## src/rtl/svm_knn_acc_pkg.sv

```systemverilog
// Shared types and constants for the stress-accelerator job sequencer.
package svm_knn_acc_pkg;

  typedef enum logic [2:0] {
    ST_IDLE,
    ST_CFG,
    ST_START,
    ST_WAIT,
    ST_CLEAR,
    ST_RESP
  } seq_state_t;

  localparam logic [31:0] ADDR_OP    = 32'h0000_0000;
  localparam logic [31:0] ADDR_START = 32'h0000_0004;

  localparam logic [1:0] MODE_KNN  = 2'b01;
  localparam logic [1:0] MODE_SVM  = 2'b10;
  localparam logic [1:0] MODE_BOTH = 2'b11;

endpackage

```

## src/rtl/svm_knn_seq_bus_wr.sv

```systemverilog
// Single-cycle register write driver: a request in one cycle becomes a
// one-cycle registered bus write in the next; the bus idles at all-zero.
module svm_knn_seq_bus_wr (
  input  logic        CLK,
  input  logic        RESETn,
  input  logic        wr_req,
  input  logic [31:0] addr,
  input  logic [31:0] data,
  output logic        acc_enable,
  output logic        acc_write,
  output logic [31:0] acc_addr,
  output logic [31:0] acc_wdata
);

  always_ff @(posedge CLK or negedge RESETn) begin
    if (!RESETn) begin
      acc_enable <= 1'b0;
      acc_write  <= 1'b0;
      acc_addr   <= '0;
      acc_wdata  <= '0;
    end else begin
      acc_enable <= wr_req;
      acc_write  <= wr_req;
      acc_addr   <= wr_req ? addr : '0;
      acc_wdata  <= wr_req ? data : '0;
    end
  end

endmodule

```

## src/rtl/svm_knn_acc_seq.sv

```systemverilog
// Job sequencer for the stress-detection accelerator register bus.
// Optional WAIT watchdog enabled by defining SVM_KNN_SEQ_TIMEOUT_EN.
module svm_knn_acc_seq
  import svm_knn_acc_pkg::*;
#(
  parameter int unsigned TIMEOUT_CYCLES = 4096,
  parameter int unsigned CNT_W          = 16
) (
  input  logic             CLK,
  input  logic             RESETn,
  input  logic             job_valid,
  output logic             job_ready,
  input  logic [1:0]       job_mode,
  input  logic             job_and,
  output logic             res_valid,
  input  logic             res_ready,
  output logic             res_stress,
  output logic             res_err,
  output logic             busy,
  output logic [CNT_W-1:0] job_count,
  output logic             acc_enable,
  output logic             acc_write,
  output logic [31:0]      acc_addr,
  output logic [31:0]      acc_wdata,
  input  logic             acc_valid,
  input  logic             acc_stress
);

  seq_state_t  state;
  logic [1:0]  mode_q;
  logic        mode_legal;
  logic        timeout_hit;
  logic        wr_req;
  logic [31:0] wr_addr;
  logic [31:0] wr_data;

  assign mode_legal = job_mode inside {MODE_KNN, MODE_SVM, MODE_BOTH};

`ifdef SVM_KNN_SEQ_TIMEOUT_EN
  localparam int WDOG_W = (TIMEOUT_CYCLES > 2) ? $clog2(TIMEOUT_CYCLES) : 1;
  logic [WDOG_W-1:0] wait_cnt;

  // Cleared while entering WAIT so the first WAIT cycle sees zero.
  always_ff @(posedge CLK or negedge RESETn) begin
    if (!RESETn)
      wait_cnt <= '0;
    else if (state == ST_START)
      wait_cnt <= '0;
    else if (state == ST_WAIT)
      wait_cnt <= wait_cnt + 1'b1;
  end

  assign timeout_hit = (wait_cnt == WDOG_W'(TIMEOUT_CYCLES - 1));
`else
  assign timeout_hit = 1'b0;
`endif

  if (TIMEOUT_CYCLES < 2) begin : g_bad_timeout
    $error("TIMEOUT_CYCLES must be at least 2");
  end

  // Writes are requested one cycle ahead so the registered bus lines up with the state.
  always_comb begin
    wr_req  = 1'b0;
    wr_addr = '0;
    wr_data = '0;
    case (state)
      ST_IDLE: if (job_valid && mode_legal) begin
        wr_req  = 1'b1;
        wr_addr = ADDR_OP;
        wr_data = {31'b0, job_and};
      end
      ST_CFG: begin
        wr_req  = 1'b1;
        wr_addr = ADDR_START;
        wr_data = {30'b0, mode_q};
      end
      ST_WAIT: if (acc_valid || timeout_hit) begin
        wr_req  = 1'b1;
        wr_addr = ADDR_START;
        wr_data = '0;
      end
      default: ;
    endcase
  end

  svm_knn_seq_bus_wr u_bus_wr (
    .CLK        (CLK),
    .RESETn     (RESETn),
    .wr_req     (wr_req),
    .addr       (wr_addr),
    .data       (wr_data),
    .acc_enable (acc_enable),
    .acc_write  (acc_write),
    .acc_addr   (acc_addr),
    .acc_wdata  (acc_wdata)
  );

  always_ff @(posedge CLK or negedge RESETn) begin
    if (!RESETn) begin
      state      <= ST_IDLE;
      mode_q     <= '0;
      job_ready  <= 1'b1;
      busy       <= 1'b0;
      res_valid  <= 1'b0;
      res_stress <= 1'b0;
      res_err    <= 1'b0;
      job_count  <= '0;
    end else begin
      case (state)
        ST_IDLE: if (job_valid) begin
          mode_q    <= job_mode;
          job_ready <= 1'b0;
          busy      <= 1'b1;
          if (mode_legal) begin
            state <= ST_CFG;
          end else begin
            state      <= ST_RESP;
            res_valid  <= 1'b1;
            res_err    <= 1'b1;
            res_stress <= 1'b0;
          end
        end
        ST_CFG:   state <= ST_START;
        ST_START: state <= ST_WAIT;
        ST_WAIT: begin
          // A result arriving on the expiry cycle takes priority over the watchdog.
          if (acc_valid) begin
            res_stress <= acc_stress;
            res_err    <= 1'b0;
            state      <= ST_CLEAR;
          end else if (timeout_hit) begin
            res_stress <= 1'b0;
            res_err    <= 1'b1;
            state      <= ST_CLEAR;
          end
        end
        ST_CLEAR: begin
          res_valid <= 1'b1;
          state     <= ST_RESP;
        end
        ST_RESP: if (res_ready) begin
          res_valid <= 1'b0;
          job_count <= job_count + 1'b1;
          job_ready <= 1'b1;
          busy      <= 1'b0;
          state     <= ST_IDLE;
        end
        default: state <= ST_IDLE;
      endcase
    end
  end

endmodule

```

## config.mk

```make
export PLATFORM = sky130hd
export DESIGN_NAME = svm_knn_acc_seq
export DESIGN_NICKNAME = d
export VERILOG_FILES = /design/src/rtl/svm_knn_acc_pkg.sv /design/src/rtl/svm_knn_seq_bus_wr.sv /design/src/rtl/svm_knn_acc_seq.sv
export SDC_FILE = /design/constraint.sdc
export NUM_CORES = 1
export LEC_CHECK = 0
export CORE_UTILIZATION = 30
export DETAILED_ROUTE_END_ITERATION = 8
export GPL_TIMING_DRIVEN = 0
export HOLD_SLACK_MARGIN = 0.06
export PLACE_DENSITY = 0.63
export SETUP_SLACK_MARGIN = 0.3
export SLEW_MARGIN = 40
export SYNTH_ARGS = -nofsm -noshare
export SYNTH_HDL_FRONTEND = slang
export SYNTH_SLANG_ARGS = --single-unit
```

## constraint.sdc

```tcl
create_clock -name CLK -period 2.7 [get_ports CLK]
set_input_delay 0.54 -clock CLK [delete_from_list [all_inputs] [get_ports CLK]]
set_output_delay 0.54 -clock CLK [all_outputs]
set_load 0.03 [all_outputs]
```

======== Word-level counts from Yosys, hierarchy flattened ========
Cells that the tools add are included.
storage, ports and cells
  register bits ........................... 61
  input bits .............................. 9
  output and inout port bits .............. 87
  word-level logic and storage cells ...... 65
operators by class
  add/subtract/negate cells ............... 1
  equal/unequal tests ..................... 12
  muxes and demuxes ....................... 29
  reductions and logical operators ........ 12
operator list
  cell                                           count
  two-way mux 3 bit                              6
  one-hot mux 3 bit (6 select lines)             1
  adder 16 x 1 -> 16 bit, second input constant  1
  two-way mux 1 bit                              13
  != test 2 bit, second input constant           4
  one-hot mux 1 bit (2 select lines)             4
  AND reduction 4 bit                            2
  == test 3 x 2 -> 1 bit, second input constant  2
  == test 3 bit, second input constant           2
  one-hot mux 1 bit (3 select lines)             2
  one-hot mux 3 bit (2 select lines)             1
  AND reduction 3 bit                            2
  nonzero test 3 bit                             2
  == test 2 bit, second input constant           2
  one-hot mux 2 bit (2 select lines)             1
  AND reduction 2 bit                            2
  nonzero test 2 bit                             2
  == test 3 x 1 -> 1 bit, second input constant  1
  logical NOT 3 bit                              1
  == test 2 x 1 -> 1 bit, second input constant  1
  two-way mux 2 bit                              1
  logical AND 1 bit                              1

======== Depth between registers and ports, before layout ========
  depth after elaboration ................. 6
  mapped depth ............................ 5
  mapped depth without buffers ............ 4

======== By module ========
Synthesis repeated with hierarchy kept, for this count alone.
unflattened totals
  cells, all modules ...................... 251
  area total of the unflattened synthesis .. 3,377.0 sq um
modules (own cells, without submodules)
  module              times used  cells each  area an instance (sq um)  sequential area each (sq um)
  svm_knn_seq_bus_wr  1           136         2,144.6                   1,626.6
  svm_knn_acc_seq     1           115         1,232.4                   651.9

======== Least setup slack after synthesis ========
OpenSTA, ideal clock, no wires.
  path type ............................... register to register
  from .................................... register job_count[3]
  to ...................................... register job_count[15]
  library setup time ...................... 0.133 ns
  arrival ................................. 1.465 ns
  required time ........................... 2.567 ns
  path slack .............................. 1.102 ns
  cell stages (with the launch flop) ...... 5
  buffers on the path ..................... 0
  clock period less this slack ............ 1.598 ns
  path through ............................ dfrtp_1 > nand4_1 > nor4_4 > nand4_1 > xnor2_1
on the way
  longest elaborated chain between the ends .. 1
RTL lines
  what                      line                    text
  start: declaration        svm_knn_acc_seq.sv:20   output logic [CNT_W-1:0] job_count,
  start signal: assignment  svm_knn_acc_seq.sv:144  job_count <= job_count + 1'b1;
  adder 16 x 1 -> 16 bit    svm_knn_acc_seq.sv:144
Every way passes these cells.
A chain may end at the register's enable or synchronous reset.

======== Worst setup path after layout ========
  from .................................... register job_ready
  to ...................................... output job_ready
RTL lines
  what                      line                    text
  start: declaration        svm_knn_acc_seq.sv:12   output logic job_ready,
  start signal: assignment  svm_knn_acc_seq.sv:103  job_ready <= 1'b1;
  start signal: assignment  svm_knn_acc_seq.sv:113  job_ready <= 1'b0;
  start signal: assignment  svm_knn_acc_seq.sv:145  job_ready <= 1'b1;
No word-level cell between the ends.

==> results.json <==
{
  "synth_cell_types": 35,
  "syn_area_per_cell_um2": 9.564,
  "ios": 96,
  "final_cells": 368,
  "hold_buffers": 0,
  "grt_max_degree": 31,
  "final_area_mm2": 0.002590,
  "cap_violations": 0,
  "postRouteAntennaNets": 0,
  "worstPathRequired_ns": 2.16,
  "die_h_um": 80.04,
  "synth_ff_type": "dfrtp_1",
  "clock_path_buffers": 2,
  "crit_buf_inv": 1,
  "tightest_slew_ns": 0.6608,
  "place_inst": 360,
  "cp-end-kind": "output port",
  "ys_ff_latch": 30,
  "core-area_mm2": 0.005886,
  "reg2reg_slack_ns": 1.12,
  "path_max_fanout": 2,
  "cp_slowest_stage_delay_ns": 0.68,
  "placed_area_mm2": 0.002481,
  "outcome": "finished, final reports clean",
  "io_buffer_count": 34,
  "die_w_um": 80.04,
  "first_pass_iters": 4,
  "power_density_mw_per_mm2": 732.1,
  "drc": 0,
  "place_congestion": 0.7600,
  "final_util_pct": 44.01,
  "slowest_stage": "clkdlybuf4s50_1",
  "num_rows": 28,
  "clk_pin_slew_ns": 0.07,
  "worst_ep_arrival_time_ns": 1.50,
  "syn-cell-area_mm2": 0.001827,
  "synthCells": 191,
  "p_leak_nw": 1.376,
  "crit_family": "buffers and inverters",
  "path_cells": "clkdlybuf4s50_1",
  "areaGrowthSynthToFinish_pct": 41.78,
  "dp_hpwl_um": 2577,
  "min_period_ns": 2.035,
  "synthArstFlopShare_pct": 100.0,
  "skew_ns": 0.006130,
  "post_drt_via_cell_ratio": 3.715,
  "cts_root_buffer": "clkbuf_8",
  "antenna_found_initial": 0,
  "grt_overflow": 0,
  "antennaDiodeCount": 0,
  "hold_viol_final": 0,
  "clock-sinks": 30,
  "fin_nets": 302,
  "htree_levels": 2,
  "post-route-period-util_pct": 75.38,
  "num-fill-cells": 597,
  "relSlewSlack_pct": 55.95,
  "drtIter0Drc": 52,
  "drive_gt1_share_pct": 27.30,
  "clk_latency_ns": 0.28,
  "vias": 1367,
  "synth-edff-count": 0,
  "ys_seq_area_share_pct": 41.16,
  "grt.total_usage_pct": 10.83,
  "postCtsSetupBuffers": 0,
  "die_area_mm2": 0.006406,
  "first_global_vias": 1181,
  "cts_tree": "built",
  "grt_pass1_wl_um": 5244,
  "wire_per_inst_um": 8.932,
  "critical_path_class": "flip-flop to output port",
  "cts_buffers": 5,
  "finalSetupViolations": 0,
  "rsz0062_at_grt": "no",
  "yosysWarnings": 0,
  "tns_ns": 0,
  "slew_violations": 0,
  "fmax_mhz": 491.3,
  "start_util_pct": 31.04,
  "finalWirelength_um": 3287,
  "ir_drop_mv": 0.3835,
  "cp-start-kind": "flip-flop",
  "cts_resized": 0,
  "hp-class": "input port to asynchronous set/reset pin"
}
[cells in the final DEF (no fill, tap or decap), types with 2 or more instances in the layout]
cell	n
xor2_1	6
o21bai_1	2
nor3_1	5
conb_1	61
clkbuf_8	5
clkbuf_1	2
buf_2	2
inv_1	4
buf_4	62
and2_1	2
nor2_1	8
clkinv_2	2
o21ai_0	2
nand3_1	3
a21oi_1	5
xnor2_1	9
dfrtp_1	29
nand2_1	24
a31oi_1	3
clkdlybuf4s50_1	33
nand4_1	6
[metal layers]
metal,routed length [um],global-route usage (%)
met1,1289,12.24
met2,1556,17.61
met3,368,4.000
met4,72,5.893
met5,0,0
[where the power goes]
group | switching (mW) | internal (mW)
sequential | 0.0886 | 0.557
clock | 0.169 | 0.271
combinational | 0.487 | 0.323
total | 0.745 | 1.15
[registers in the layout, indices dropped and copies added (netlist names)]
register	cells
job_count	16
state	3
mode_q	2
u_bus_wr.acc_wdata	2
busy	1
job_ready	1
res_err	1
res_stress	1
res_valid	1
u_bus_wr.acc_addr	1
u_bus_wr.acc_enable	1
[stage by stage]
| stage | total power, mW | worst slack, ns | hold WS, ns |
|---|---|---|---|
| detailed placement | 1.467 | 0.4958 | 0.4559 |
| global placement | 1.453 | 0.5315 | 0.4539 |
| finish | 1.896 | 0.6647 | 0.2818 |
| global route | 2.022 | 0.6230 | 0.3312 |
| floorplan | 1.224 | 1.102 | 0.2444 |
| CTS | 1.911 | 0.6429 | 0.3088 |
[final timing paths]
kind                                          startpoint                              to  cells after the start
worst max-delay path               job_ready$_DFFE_PN1P_                       job_ready                      1
worst min-delay path                              RESETn  u_bus_wr.acc_addr[2]$_DFF_PN0_                      1
worst max register to register  job_count[3]$_DFFE_PN0P_       job_count[15]$_DFFE_PN0P_                      4
worst min register to register     mode_q[1]$_DFFE_PN0P_           mode_q[1]$_DFFE_PN0P_                      2
max in group asynchronous                         RESETn        job_count[0]$_DFFE_PN0P_                      1
min in group CLK                   mode_q[1]$_DFFE_PN0P_           mode_q[1]$_DFFE_PN0P_                      2
[final cells by class]
| class | count | area [um2] | share of cell area (%) |
|---|---|---|---|
| flip-flops and latches | 30 | 752.0 | 29.03 |
| clock buffers | 5 | 68.82 | 2.657 |
| well taps | 75 | 93.84 | 3.623 |
| inverters | 4 | 15.01 | 0.5797 |
| multi-input cells | 152 | 807.0 | 31.16 |
| clock inverters | 3 | 40.04 | 1.546 |
| repair buffers | 34 | 335.3 | 12.95 |
| plain buffers | 65 | 478.0 | 18.45 |
[cells by family (layout without fill, tap and decap cells)]
family,count (synthesis),count (layout),synth area share (%)
buffers and inverters,69,111,26.99
AND/OR/NAND/NOR,59,59,18.08
flip-flops,30,30,41.16
AO/OA/AOI/OAI,16,16,5.685
XOR/XNOR,15,15,7.192
adder cells (fa/ha/maj),1,1,0.6848
other,1,61,0.2053
[synthesized netlist by cell type (2+ instances only)]
cell / instances / area share [%]
nand3_1: 3 / 0.82
xor2_1: 6 / 2.9
nor3_1: 5 / 1.4
nand4_1: 6 / 2.1
o21ai_0: 2 / 0.55
inv_1: 4 / 0.82
nor2_1: 8 / 1.6
a31oi_1: 3 / 1.0
dfrtp_1: 29 / 40
and2_1: 2 / 0.68
nand2_1: 24 / 4.9
xnor2_1: 9 / 4.3
buf_4: 62 / 25
o21bai_1: 2 / 0.82
clkbuf_1: 2 / 0.41
a21oi_1: 5 / 1.4
Power figures use the tool's default switching activity.
